--- config.mk ---
export PLATFORM = sky130hd
export DESIGN_NAME = credit_fifo_sender
export DESIGN_NICKNAME = d
export VERILOG_FILES = /design/src/rtl/credit_fifo_sender_pkg.sv /design/src/rtl/credit_fifo_sender_credit_counter.sv /design/src/rtl/credit_fifo_sender.sv
export SDC_FILE = /design/constraint.sdc
export NUM_CORES = 1
export LEC_CHECK = 0
export CAP_MARGIN = 20
export CORE_MARGIN = 2
export CORE_UTILIZATION = 55
export DETAILED_ROUTE_END_ITERATION = 8
export DONT_BUFFER_PORTS = 1
export PLACE_DENSITY = 0.7
export SKIP_LAST_GASP = 1
export SYNTH_ARGS = -nofsm -noshare
export SYNTH_HDL_FRONTEND = slang
export SYNTH_SLANG_ARGS = --single-unit
--- constraint.sdc ---
create_clock -name clk -period 3.2 [get_ports clk]
set_clock_uncertainty 0.2 [all_clocks]
set_input_delay 0.64 -clock clk [delete_from_list [all_inputs] [get_ports clk]]
set_output_delay 0.64 -clock clk [all_outputs]
set_load 0.05 [all_outputs]
--- src/rtl/credit_fifo_sender_pkg.sv ---
// Shared definitions for the credit-based FIFO sender and its downstream FIFO:
// credit/pointer width helper and reset values both sides must agree on.
package credit_fifo_sender_pkg;

    localparam int P_NUM_ENTRIES_DEFAULT = 8;
    localparam int P_BIT_WIDTH_DEFAULT   = 32;

    localparam logic RST_OSTREAM_VAL = 1'b0;
    localparam logic RST_CREDIT_ERR  = 1'b0;

    // Counter needs to represent 0..n inclusive.
    function automatic int credit_width(input int n);
        return $clog2(n + 1);
    endfunction

    // A freshly reset sender owns every FIFO entry.
    function automatic int credit_reset(input int n);
        return n;
    endfunction

    typedef enum logic [1:0] {
        CNT_HOLD = 2'd0,
        CNT_DEC  = 2'd1,
        CNT_INC  = 2'd2,
        CNT_NET  = 2'd3
    } cnt_op_e;

endpackage

--- src/rtl/credit_fifo_sender_credit_counter.sv ---
// Saturating up/down credit counter; flags a return that arrives while already
// holding every credit.
module credit_counter
    import credit_fifo_sender_pkg::*;
#(
    parameter int p_max = P_NUM_ENTRIES_DEFAULT
) (
    input  logic                            clk,
    input  logic                            reset,
    input  logic                            inc,
    input  logic                            dec,
    output logic [credit_width(p_max)-1:0]  count,
    output logic                            overflow
);

    localparam int W = credit_width(p_max);
    localparam logic [W-1:0] MAX_CNT = W'(credit_reset(p_max));
    localparam logic [W-1:0] ONE     = W'(1);

    logic [W-1:0] count_q, count_d;
    cnt_op_e      op;
    logic         at_max;

    assign at_max = (count_q == MAX_CNT);

    always_comb begin
        op = CNT_HOLD;
        unique case ({inc, dec})
            2'b01:   op = CNT_DEC;
            2'b10:   op = CNT_INC;
            2'b11:   op = CNT_NET;
            default: op = CNT_HOLD;
        endcase
    end

    // Caller gates dec with count != 0, so only the increment needs a clamp.
    always_comb begin
        count_d  = count_q;
        overflow = 1'b0;
        unique case (op)
            CNT_DEC: count_d = count_q - ONE;
            CNT_INC: begin
                if (at_max) overflow = 1'b1;
                else        count_d  = count_q + ONE;
            end
            default: count_d = count_q;
        endcase
    end

    always_ff @(posedge clk or posedge reset) begin
        if (reset) count_q <= MAX_CNT;
        else       count_q <= count_d;
    end

    assign count = count_q;

endmodule

--- src/rtl/credit_fifo_sender.sv ---
// Write-side front end for a FIFO with no full flag: accepts val/rdy traffic,
// registers it onto the FIFO write port, and never issues more than it has credits for.
module credit_fifo_sender
    import credit_fifo_sender_pkg::*;
#(
    parameter int p_num_entries = P_NUM_ENTRIES_DEFAULT,
    parameter int p_bit_width   = P_BIT_WIDTH_DEFAULT
) (
    input  logic                                    clk,
    input  logic                                    reset,
    input  logic [p_bit_width-1:0]                  istream_msg,
    input  logic                                    istream_val,
    output logic                                    istream_rdy,
    output logic [p_bit_width-1:0]                  ostream_msg,
    output logic                                    ostream_val,
    input  logic                                    credit_return,
    output logic [credit_width(p_num_entries)-1:0]  credits,
    output logic                                    credit_err
);

    localparam int CW = credit_width(p_num_entries);

    logic [CW-1:0]          count;
    logic                   overflow;
    logic                   fire;
    logic [p_bit_width-1:0] msg_q, msg_d;
    logic                   val_q, val_d;
    logic                   err_q, err_d;

    // Ready comes from registered credit state only.
    assign istream_rdy = (count != '0);
    assign fire        = istream_val & istream_rdy;

    credit_counter #(
        .p_max    (p_num_entries)
    ) u_credit_counter (
        .clk      (clk),
        .reset    (reset),
        .inc      (credit_return),
        .dec      (fire),
        .count    (count),
        .overflow (overflow)
    );

    always_comb begin
        msg_d = msg_q;
        val_d = fire;
        err_d = err_q | overflow;
        if (fire) msg_d = istream_msg;
    end

    always_ff @(posedge clk or posedge reset) begin
        if (reset) begin
            msg_q <= '0;
            val_q <= RST_OSTREAM_VAL;
            err_q <= RST_CREDIT_ERR;
        end else begin
            msg_q <= msg_d;
            val_q <= val_d;
            err_q <= err_d;
        end
    end

    assign ostream_msg = msg_q;
    assign ostream_val = val_q;
    assign credits     = count;
    assign credit_err  = err_q;

endmodule

==> out/qor.csv <==
metric;value;unit
most frequent cells in the layout;37 x dfrtp_1, 34 x mux2_2, 5 x clkbuf_4, 5 x buf_4;
Worst setup SP type;flop;
Detailed Route WL;2680;µm
CTS tree;yes;
Post-Layout Cell Count;143;
H-tree depth;2;
RSZ-0062 raised after global routing;false;
critical path's slowest cell;dfrtp_1;
gr ovfl total;0;
Pint;0.944;mW
most common cell after layout, fill and taps aside;dfrtp_1;
Unique masters post-synth;26;
CTS Buffer Depth;2;
Sw Share;49.5;%
Logic pwr share;24.7;%
syn nets;143;
CP arrival;2.67;ns
main area contributors after synthesis;dfrtp_1 58%, mux2_2 24%, clkbuf_8 2.6%, dfstp_2 1.6%, xor2_1 1.6%;
Starting Density;58.3;%
Mapped Cells;104;
total track usage;16.8;%
post-CTS sizing;0;
Root Buffer;clkbuf_4;
Die Y;58.0;µm
CP dominant cell by count;nand2_1;
Die ar.;0.00337;mm²
initial antenna violation count;0;
Routed Antenna Nets;0;
first-pass GRT wire length;4130;µm
Final setup viols;0;
NetSw;0.926;mW
# DRC;0;
power per cell area;1110;mW/mm²
FF+latch count, synth;38;
Critical Path, Cell by Cell;nor3_1, nand2_1, nand2_2, nand2_1, ha_1, a21o_2, a21oi_1, mux2i_1, o221ai_1;
largest net degree at the start of global routing;39;
1st-iter DRT viols;42;
IO Pins;75;
Die W;58.0;µm
area leader, netlist;dfrtp_1;
outcome;finished clean;
core area;0.00276;mm²
Pwr Total;1.87;mW
cell row count;19;
dpl ws;0.610;ns
GP Congestion;0.778;
post-CTS setup buffer count;0;
Worst Setup Path Type;reg2reg;
area added between synthesis and finish;5.22;%
Seq pwr share;61.3;%
Worst-Margin Slew;0.551;ns
syn_area_per_cell;15.4;µm²
Final Hold Fails;0;
clock-pin slew on the worst setup and hold paths;0.11;ns
Vias per Instance;6.03;
worst vdd ir;0.000694;V
dpl cells;135;
Critical Path Fanout Max;5;
Worst slew margin;63.2;%
clk_lat worst skew;0.34;ns
post-synth top area share;57.6;%
Final nets;150;
number of diodes;0;
yosys warns;0;
Hold Path Class;in2async;
Tcrit/Tclk final;81.5;%
minimum clock period after layout;2.61;ns
Max Fclk;384;MHz
number of buffers and inverters on the critical path;0;
post-DP HPWL;1870;µm
setup TNS;0;ns
synthesized area;0.00161;mm²
vias in the first global route;887;
cts hold-fix bufs;0;
Clock Power Share;14.0;%
Worst setup EP type;flop;
fin. max-slew vios;0;
post-synthesis sequential area ratio;59.3;%
final setup margin;0.593;ns
Num CTS Buffers;5;
IO Port Bufs;0;
Crit path max-delay family;flip-flops;
Max Cap Violations;0;
Largest stage delay, worst path;0.61;ns
vias;863;
DR WL/cell;18.7;µm
Pre-Repair DR Iteration Count;4;
clock sink total;38;
CP required;3.26;ns
Static Leakage;0.731;nW
layout cells sized above 1;49.1;%
-- worst reg2reg max path, cell delays in order (launching register included) --
cell	delay [ns]
dfrtp_1	0.61
nor3_1	0.28
nand2_1	0.13
nand2_2	0.09
nand2_1	0.11
ha_1	0.29
a21o_2	0.21
a21oi_1	0.26
mux2i_1	0.23
o221ai_1	0.13
-- cells by family (layout without fill, tap and decap cells) --
kind of cell | Yosys count | count (layout) | synth area share (%)
flops | 38 | 38 | 59.3
mux | 35 | 35 | 24.5
simple gates | 9 | 9 | 3.51
compound gates | 8 | 8 | 4.13
buf+inv | 8 | 16 | 4.21
fa+ha+maj | 3 | 3 | 2.80
xor+xnor | 3 | 3 | 1.64
-- per-layer routing --
metal	global-route usage, %	vias to the layer above	wire length (µm)
met5	0	-	0
met4	7.64	0	57
met3	8.26	10	270
met2	25.6	49	1290
met1	20.2	429	1060
li1	-	375	-
-- synth_stat cells --
master            n
dfrtp_1          37
mux2_2           34
clkbuf_8          3
inv_1             3
xor2_1            3
a21oi_1           2
ha_1              2
nand2_1           2
a21o_2            1
a31o_2            1
a31oi_2           1
and3_2            1
clkbuf_2          1
clkdlybuf4s15_1   1
dfstp_2           1
fa_1              1
mux2i_1           1
nand2_2           1
nand3b_1          1
nor2_1            1
nor3_1            1
o21ai_0           1
o221ai_1          1
o22ai_2           1
or2b_1            1
or3_4             1
-- power by group through the flow --
stage               combinational, mW  sequential, mW  clock [mW]
finish                          0.462            1.15       0.262
global route                    0.503            1.17       0.288
CTS                             0.464            1.15       0.272
detailed placement              0.463            1.16           0
global placement                0.444            1.16           0
floorplan                       0.329            1.19           0
-- flip-flops by register name, summed over array words and instances (netlist names) --
register	cells
credit_err	1
ostream_msg	32
ostream_val	1
u_credit_counter.count	4
-- final timing paths --
kind	from	endpoint	slack (ns)	cells after the start
min	reset	ostream_msg[20]$_DFFE_PP0P_	0.08	2
max	u_credit_counter.count[2]$_DFFE_PP0P_	u_credit_counter.count[3]$_DFFE_PP1P_	0.59	9
max reg2reg	u_credit_counter.count[2]$_DFFE_PP0P_	u_credit_counter.count[3]$_DFFE_PP1P_	0.59	9
min in group clk	credit_return	u_credit_counter.count[3]$_DFFE_PP1P_	0.21	1
max in group asynchronous	reset	u_credit_counter.count[3]$_DFFE_PP1P_	2.36	2
min reg2reg	u_credit_counter.count[1]$_DFFE_PP0P_	credit_err$_DFF_PP0_	0.49	2
-- cell type report --
cell class              instances  area [µm²]
repair buffers                  5        37.5
flip-flops and latches         38         952
fillers                       225        1070
well taps                      31        38.8
clock buffers                   6        51.3
clock inverters                 2        12.5
multi-input cells              58         587
inverters                       3        11.3
-- through the flow --
stage | hold slack [ns] | cell area (µm²) | utilization, %
floorplan | 0.485 | 1610 | -
global route | 0.101 | 1690 | 61.3
CTS | 0.0825 | 1690 | 61.3
finish | 0.0850 | 1690 | 61.3
detailed placement | 0.470 | 1630 | 59.0
global placement | 0.457 | 1630 | 59.0
No activity file was read; power rests on OpenSTA's default activity.
